$ cat src/rtl/alu_issue.sv
// alu_issue: issue and writeback stage wrapped around an external combinational alu32.
// Decodes instruction words, reads a 32x32 register file, holds one instruction in an
// execute register that drives the ALU, and streams results out over valid/ready.
// Optional feature macro: ALU_ISSUE_FWD_EN (bypass in-flight result instead of stalling).
module alu_issue #(
  parameter logic [31:0] RESET_REG = 32'h0
) (
  input  logic        clk,
  input  logic        rst_n,
  input  logic        in_valid,
  output logic        in_ready,
  input  logic [31:0] in_instr,
  output logic [31:0] alu_rs1,
  output logic [31:0] alu_rs2,
  output logic [5:0]  alu_opcode,
  output logic [5:0]  alu_funct,
  input  logic [31:0] alu_result,
  input  logic        alu_zero,
  input  logic        alu_ovf,
  output logic        res_valid,
  input  logic        res_ready,
  output logic [31:0] res_data,
  output logic [4:0]  res_rd,
  output logic        res_ovf,
  output logic        res_illegal,
  input  logic [4:0]  dbg_raddr,
  output logic [31:0] dbg_rdata
);

  typedef struct packed {
    logic        legal;
    logic [4:0]  dst;
    logic [31:0] op1;
    logic [31:0] op2;
    logic [5:0]  opcode;
    logic [5:0]  funct;
  } dec_t;

  // Instruction fields
  logic [5:0]  f_op;
  logic [5:0]  f_funct;
  logic [4:0]  f_rs;
  logic [4:0]  f_rt;
  logic [4:0]  f_rd;
  logic [15:0] f_imm;

  assign f_op    = in_instr[31:26];
  assign f_rs    = in_instr[25:21];
  assign f_rt    = in_instr[20:16];
  assign f_rd    = in_instr[15:11];
  assign f_funct = in_instr[5:0];
  assign f_imm   = in_instr[15:0];

  // Register file; entry 0 is never written and reads of r0 are forced to 0.
  logic [31:0] rf [32];

  // Execute register
  logic        ex_valid;
  logic        ex_illegal;
  logic [4:0]  ex_rd;
  logic [31:0] ex_rs1;
  logic [31:0] ex_rs2;
  logic [5:0]  ex_opcode;
  logic [5:0]  ex_funct;

  logic [31:0] rf_rs;
  logic [31:0] rf_rt;
  logic [31:0] rs_val;
  logic [31:0] rt_val;
  logic        hit_rs;
  logic        hit_rt;
  logic        uses_rs;
  logic        uses_rt;
  logic        hazard;
  logic        accept;
  logic        wb_en;
  dec_t        dec;

  assign rf_rs = (f_rs == 5'd0) ? 32'h0 : rf[f_rs];
  assign rf_rt = (f_rt == 5'd0) ? 32'h0 : rf[f_rt];

  // The in-flight instruction will write this register when it retires.
  assign hit_rs = ex_valid && !ex_illegal && (ex_rd != 5'd0) && (ex_rd == f_rs);
  assign hit_rt = ex_valid && !ex_illegal && (ex_rd != 5'd0) && (ex_rt_match());

  function automatic logic ex_rt_match();
    return ex_rd == f_rt;
  endfunction

`ifdef ALU_ISSUE_FWD_EN
  // Take a dependent operand straight from the ALU so no bubble is needed.
  assign rs_val = hit_rs ? alu_result : rf_rs;
  assign rt_val = hit_rt ? alu_result : rf_rt;
  assign hazard = 1'b0;
  logic unused_uses;
  assign unused_uses = uses_rs ^ uses_rt;
`else
  // Hold off a dependent instruction until its producer has written back.
  assign rs_val = rf_rs;
  assign rt_val = rf_rt;
  assign hazard = in_valid && ((uses_rs && hit_rs) || (uses_rt && hit_rt));
`endif

  // Decode the offered instruction into ALU operands and controls.
  always_comb begin
    // NOTE: every output of a combinational block gets a default first so no path leaves
    // it unassigned -- otherwise synthesis infers a latch.
    dec     = '0;
    uses_rs = 1'b0;
    uses_rt = 1'b0;
    unique case (f_op)
      6'b000000: begin
        case (f_funct)
          6'b001000, 6'b001001, 6'b001010, 6'b001011, 6'b001100, 6'b001101,
          6'b010000, 6'b010001, 6'b010010, 6'b010011, 6'b010100,
          6'b011001, 6'b011010, 6'b011011, 6'b101000: dec.legal = 1'b1;
          default:                                     dec.legal = 1'b0;
        endcase
        dec.dst   = f_rd;
        dec.op1   = rs_val;
        dec.op2   = rt_val;
        dec.funct = f_funct;
        uses_rs   = 1'b1;
        uses_rt   = 1'b1;
      end
      6'b001000, 6'b001001: begin
        dec.legal = 1'b1;
        dec.dst   = f_rt;
        dec.op1   = rs_val;
        dec.op2   = {{16{f_imm[15]}}, f_imm};
        uses_rs   = 1'b1;
      end
      6'b010000, 6'b010001, 6'b010010, 6'b011000, 6'b011001, 6'b011010: begin
        dec.legal = 1'b1;
        dec.dst   = f_rt;
        dec.op1   = rs_val;
        dec.op2   = {16'h0, f_imm};
        uses_rs   = 1'b1;
      end
      6'b110000: begin
        dec.legal = 1'b1;
        dec.dst   = f_rt;
        dec.op1   = 32'h0;
        dec.op2   = {16'h0, f_imm};
      end
      default: dec.legal = 1'b0;
    endcase
    if (dec.legal) begin
      dec.opcode = f_op;
    end else begin
      // Illegal words present all-zero ALU controls and never create a dependency.
      dec.op1   = 32'h0;
      dec.op2   = 32'h0;
      dec.funct = 6'h0;
      uses_rs   = 1'b0;
      uses_rt   = 1'b0;
    end
  end

  assign in_ready = (!ex_valid || res_ready) && !hazard;
  assign accept   = in_valid && in_ready;
  assign wb_en    = ex_valid && res_ready && !ex_illegal && (ex_rd != 5'd0);

  // Execute register: load on acceptance, empty when the result drains.
  always_ff @(posedge clk or negedge rst_n) begin
    // NOTE: sequential state uses non-blocking assignments so every flop samples
    // pre-edge values regardless of statement order.
    if (!rst_n) begin
      ex_valid   <= 1'b0;
      ex_illegal <= 1'b0;
      ex_rd      <= 5'd0;
      ex_rs1     <= 32'h0;
      ex_rs2     <= 32'h0;
      ex_opcode  <= 6'h0;
      ex_funct   <= 6'h0;
    end else if (accept) begin
      ex_valid   <= 1'b1;
      ex_illegal <= !dec.legal;
      ex_rd      <= dec.dst;
      ex_rs1     <= dec.op1;
      ex_rs2     <= dec.op2;
      ex_opcode  <= dec.opcode;
      ex_funct   <= dec.funct;
    end else if (res_ready) begin
      ex_valid   <= 1'b0;
    end
  end

  // Register file writeback on result handshake.
  always_ff @(posedge clk or negedge rst_n) begin
    // NOTE: the register file has a defined reset value, so every entry is reset here;
    // a plain storage array without that need would be left out of the reset branch.
    if (!rst_n) begin
      rf[0] <= 32'h0;
      for (int i = 1; i < 32; i++) rf[i] <= RESET_REG;
    end else if (wb_en) begin
      rf[ex_rd] <= alu_result;
    end
  end

  assign alu_rs1     = ex_rs1;
  assign alu_rs2     = ex_rs2;
  assign alu_opcode  = ex_opcode;
  assign alu_funct   = ex_funct;
  assign res_valid   = ex_valid;
  assign res_rd      = ex_rd;
  assign res_illegal = ex_valid && ex_illegal;
  assign res_data    = (ex_valid && !ex_illegal) ? alu_result : 32'h0;
  assign res_ovf     = ex_valid && !ex_illegal && alu_ovf;
  assign dbg_rdata   = (dbg_raddr == 5'd0) ? 32'h0 : rf[dbg_raddr];

  logic unused_alu_zero;
  assign unused_alu_zero = alu_zero;

endmodule

$ cat config.mk
export PLATFORM = sky130hd
export DESIGN_NAME = alu_issue
export DESIGN_NICKNAME = d
export VERILOG_FILES = /design/src/rtl/alu_issue.sv
export SDC_FILE = /design/constraint.sdc
export NUM_CORES = 2
export LEC_CHECK = 0
export BUFFER_PORTS_ARGS = -buffer_cell sky130_fd_sc_hd__buf_4
export CAP_MARGIN = 5
export CORE_UTILIZATION = 40
export DETAILED_ROUTE_END_ITERATION = 10
export GPL_TIMING_DRIVEN = 0
export HOLD_SLACK_MARGIN = 0.15
export PLACE_DENSITY_LB_ADDON = 0.3
export SETUP_SLACK_MARGIN = 0.05
export SKIP_CTS_REPAIR_TIMING = 1
export SLEW_MARGIN = 10
export SYNTH_ARGS = -nofsm -noshare
export SYNTH_HDL_FRONTEND = slang
export SYNTH_SLANG_ARGS = --single-unit
$ cat constraint.sdc
create_clock -name clk -period 2.5 [get_ports clk]
set_input_delay 0.125 -clock clk [delete_from_list [all_inputs] [get_ports clk]]
set_output_delay 0.125 -clock clk [all_outputs]
set_load 0.005 [all_outputs]
Word level (Yosys, flattened, before mapping)
Memory sizes are Yosys's and may differ from the RTL's.
Index checks and enable logic that the tools add are counted.
Widths: inputs -> output; s select.

word-level totals
  register bits = 1107
  ROM bits = 64
  bits of input ports = 75
  output and inout bits = 149
  logic and storage cells = 119
  memories = 1

cells by class
  magnitude comparators = 5
  equal/unequal tests = 11
  multiplexer cells = 28
  bitwise operators = 4
  reductions and logical operators = 31

memories
  name              depth  width  rd ports  clocked after Yosys merged registers in  wr ports  RTL line  source
  (name not given)  64     1      1         0                                        0         113       case (f_funct)

operator list
  kind                count
  $bwmux 1024         1
  $bmux 32 s5         3
  $mux 32             11
  $pmux 69 s4         1
  $demux 32 s5        1
  $mux 64             1
  $eq 6x5->1 const B  6
  $ge 6x6->1 const B  4
  $not 5->6           4
  $mux 6              3
  $reduce_or 9->1     2
  $logic_and 1x1->1   15
  $logic_not 5->1     3
  $eq 6x4->1 const B  2
  $eq 5x5->1          2
  $eq 6x6->1 const B  1
  $logic_not 6->1     1
  $lt 6x1->1 const B  1
  $mux 1              6
  $reduce_or 6->1     1
  $reduce_bool 5->1   1
  $logic_not 1->1     4
  $logic_or 1x1->1    2
  $pmux 1 s2          1
  2 further kinds     2

Logic depth before layout (Yosys ltp)
  depth in word-level cells = 11
  mapped depth = 11
  mapped depth without buffers = 6

Worst setup path before layout
OpenSTA, ideal clock, no wires.

  path type = input to output
  start = input dbg_raddr[0]
  end = output dbg_rdata[14]
  arrival = 2.146 ns
  data required time = 2.375 ns
  slack = 0.229 ns
  cell stages on the path = 7
  path buffers = 3
  cells stage by stage = buf_2 -> buf_2 -> buf_1 -> mux4_2 -> mux4_2 -> mux2i_1 -> nor2_1

between the ends
  longest elaborated chain between the ends = 5
  elaborated cells on any way between the ends = 6
  classes of those cells = mux: 4; bitwise: 1; reduce/logical: 1

ends and longest elaborated chain
  what                                         RTL line  source
  start: declaration                           26        input logic [4:0] dbg_raddr,
  $not 5->6 (implied by the code)              210       assign dbg_rdata = (dbg_raddr == 5'd0) ? 32'h0 : rf[dbg_raddr];
  $bmux 32 s5                                  210
  $mux 32 (implied by the code) (2 in series)  210
  $mux 32 *                                    210
  end: declaration                             27        output logic [31:0] dbg_rdata

Every way passes the cells marked *; elsewhere a longest branch is shown, timed or not. The select of a mux whose other input is x is not followed.

Final worst setup path
  start = input dbg_raddr[1]
  end = output dbg_rdata[18]

The elaborated chain is that of the path after synthesis.

==> impl_summary.md <==
Run status
The flow ran to the end, but the final reports show violations. The checks that failed: negative hold slack, max-capacitance violations, max-slew violations, negative setup slack.

Clock tree
The CTS root buffer is clkbuf_16. In this run the number of H-tree levels came out at 4. The sink count of the clock tree is around 1.1k.

Clock-pin slew was measured on the worst setup and hold paths at 60 ps. The number of buffers on the longest clock path is 3. The later pin in the worst-skew pair is clocked with a latency of between 800 and 900 ps. The number of buffers added by the clock tree synthesis step is 130. TritonCTS built the clock tree.

STA
Setup violations remaining at the end of the flow were counted as approximately 140. The smallest hold slack is -764.9 ps. The final critical-path required period is 2982 ps. The largest clock skew in the final design is about 44 ps. Setup repair after global routing could not meet its margin everywhere.

Measured against its own limit, the worst slew margin works out to -0.3584%. The slack of the critical path is -482.1 ps. The number of hold-slack violations in the final timing report came to ~200. The final critical-path share of the clock period is 119.3%. The number of pins exceeding their max-slew limit in the final report is 10.

Derived from the worst setup path, the maximum achievable clock frequency is 335.3 MHz. The worst-margin pin slew is around 1500 ps.

Synth
The Yosys step of the flow raised 0 warnings. Dividing the synthesized area by the synthesized cell count gives approximately 15 sq um. The count of unique library cells instantiated by Yosys is 58.

The register bit total from synthesis is approximately 1.1k. The prevailing post-synth register cell is dfrtp_1. After synthesis, flip-flops and latches occupy approximately two fifths of the total area. The post-synth net total is around 4.6k.

The proportion of netlist area held by the largest area contributor is 41.91%. The async set or reset register ratio after synthesis is between 90% and 100%. The count of mapped cells out of synthesis is ~4.5k. In this run, synthesis inferred 0 flip-flops with an integrated enable. In this run the cell area of the synthesized design comes to 0.06610 sq mm. By area the synthesized netlist is led by dfrtp_1 (42%), mux4_2 (24%), mux2_2 (18%). The largest total area in the synthesized netlist belongs to dfrtp_1.

Cells and area
In the final layout, the share of cells above drive strength 1 is 55.43%. The library cell used most frequently in the layout, excluding fill and tap cells, is dfrtp_1. The multi-input combinational cells in the finished layout cover a total of 0.03714 sq mm. Once layout is complete, the utilization of the core stands at 48.22%. From synthesis to final layout, the design area changed by 19.14%.

In the layout the commonest cells are dfrtp_1 (1,101), mux2_2 (1,072), mux4_2 (700), buf_4 (353), mux2i_1 (298). The cell area after layout is between 0.07 and 0.08 sq mm. The count of filler cells inserted in the layout is approximately 14k. In the final design database the tool counted approximately 5.1k nets. Across the whole layout, storage elements account for about 0.028 sq mm.

Pwr
The net switching power of the design is 14.72 mW. Of the total power, the share spent switching nets is 29.96%. In this run the power density over the cells is 623.8 mW/mm^2.

The share of total power dissipated in the clock network is 40.5%. The cell leakage power is approximately 35 nW. The fraction of power consumed by combinational cells is between 10% and 20%. The internal portion of total power is around 34 mW.

Sequential cells account for slightly above 40% of the total power. The worst voltage drop across the vdd grid is 0.8069 mV.

Die
The width of the chip is between 400 and 500 um. The die area is around 0.17 sq mm. roughly 220 I/O pins were placed.

The die is just over 400 um tall. Once the floorplan was initialized, standard cells occupied 40.47% of the core. The row count is about 150. The region available for standard cell placement spans approximately 0.16 sq mm.

Global routing
The number of global-route vias before repair is about 49k. The global route total overflow is 0. The maximum number of pins on one net before global-route repair is around 160.

The first global-routing pass estimated approximately 420,000 um of wire. The overall routing resource usage is between 30% and 40%. The initial antenna violation count is 21.

Route
The first-pass iteration count of the detailed router is 8. In this run, the number of DRC markers left after iteration 0 of detailed routing was ~8.4k. The routed layout has between 50k and 60k vias. After detailed routing, the average wire length per cell comes to between 40 and 50 um. The DRC violation count after routing is 0. Wires add up to around 320,000 um.

The count of nets left with antenna violations once routing finished came out at 0. The detailed-route vias per instance is 7.117.

Critical path
The data arrival time at the worst-slack endpoint is 2860 ps. The setup check on the worst reg-to-reg path leaves a slack of -100 ps. The startpoint identified for the worst register-to-register timing path is res_rd[3]. The critical path is of the input port to output port type. The endpoint identified for the worst register-to-register timing path is rf[202]. The depth of the most critical reg-to-reg path is 6. STA classifies the critical path endpoint as an output port. The critical path starts at dbg_raddr[1].

STA classifies the critical path startpoint as an input port. Of all nets on the critical path, the largest fanout is 10. The critical path required time is approximately 2400 ps.

Place
The HPWL after detailed placement is 221,400 um. Summing all placed instances gives a cell area of slightly above 0.07 sq mm. Prior to clock tree synthesis, the placed netlist has a worst setup slack of -2057 ps.

The final RePlAce weighted congestion is 1.047. Input and output buffers added on the ports amount to approximately 220.

Hold path
In this run the worst hold path is classified as input port to asynchronous set/reset pin.

Flow run
The max-cap check violation count is 1.
==> critical path, stage by stage <==
cell	delay, ps
clkbuf_1	220
clkbuf_2	480
buf_2	550
mux4_2	400
mux4_2	540
mux2i_4	300
nor2_1	80
buf_4	140
==> cells in the mapped netlist, drive strengths merged (4+ instances only) <==
master  count
a211oi     64
a221oi     56
mux2i     320
a221o       9
a22oi      25
nand2b      9
clkbuf    290
o22ai      52
nor3b       6
a22o       39
xor2       10
mux2     1082
nor3        8
o211ai      4
a21o       17
mux4      700
buf       240
nand3      21
o21ai      40
o21a        6
a32o        6
o221ai     53
inv         9
a21oi      57
a32oi      27
nand2      85
dfrtp    1107
nor2b       8
nor4        6
or3         5
and2       49
nor2       64
==> metal layers <==
layer  track usage [%]  up-vias  part of all wire [%]
met5             1.695        -                  0.27
met3             18.25     1187                    15
met1             46.04    27410                    36
li1                  -    18980                     -
met4             23.92       37                   7.8
met2             51.91     4433                    41
==> stage by stage <==
stage	setup TNS, ps	instances	total power [mW]
6_report	-18770	7313	49.13
5_1_grt	-12370	7304	49.98
4_1_cts	-742910	7143	48.00
3_5_place_dp	-838620	6908	28.46
3_3_place_gp	-	6890	28.24
2_1_floorplan	0	4498	24.77
==> registers in the layout, summed over array words and instances, names as in the netlist <==
signal	count
alu_opcode	6
ex_illegal	1
alu_rs1	32
res_rd	5
alu_rs2	32
rf	1024
alu_funct	6
res_valid	1
==> area by class of cell <==
cell class | count | share of cell area, %
Antenna cell | 13 | 0.04131
Multi-Input combinational cell | 2852 | 47.16
Timing Repair Buffer | 396 | 4.550
Tap cell | 2175 | 3.455
Clock buffer | 193 | 4.841
Inverter | 9 | 0.04290
Buffer | 526 | 4.107
Sequential cell | 1107 | 35.18
Clock inverter | 42 | 0.6228
==> worst max-delay path by stage <==
stage	to	slack [ps]	cells past startpoint
3_3_place_gp	rf[28]	-12520	1
6_report	dbg_rdata[18]	-480	8
2_1_floorplan	dbg_rdata[14]	230	7
3_5_place_dp	alu_rs1[26]	-2060	8
4_1_cts	res_data[17]	-1650	6
5_1_grt	dbg_rdata[23]	-450	8
==> cells by family after synthesis <==
family	count (synthesis)	synth area share (%)
xor gates and xnor gates	10	0.1325
muxes	2102	47.13
buffers and inverters	539	3.488
AOI/OAI and AO/OA	467	5.294
and+or+nand+nor	273	2.052
DFF	1107	41.91
==> power groups by stage <==
| stage | clock network, mW | registers, mW | logic (mW) |
|---|---|---|---|
| after floorplan | 0 | 20.1 | 4.64 |
| after global placement | 0 | 20.4 | 7.79 |
| after detailed placement | 0 | 20.5 | 7.95 |
| after CTS | 19.8 | 20.2 | 7.98 |
| after global routing | 20.5 | 20.4 | 9.08 |
| final | 19.9 | 20.3 | 8.97 |
(Power assumes the default switching activity.)
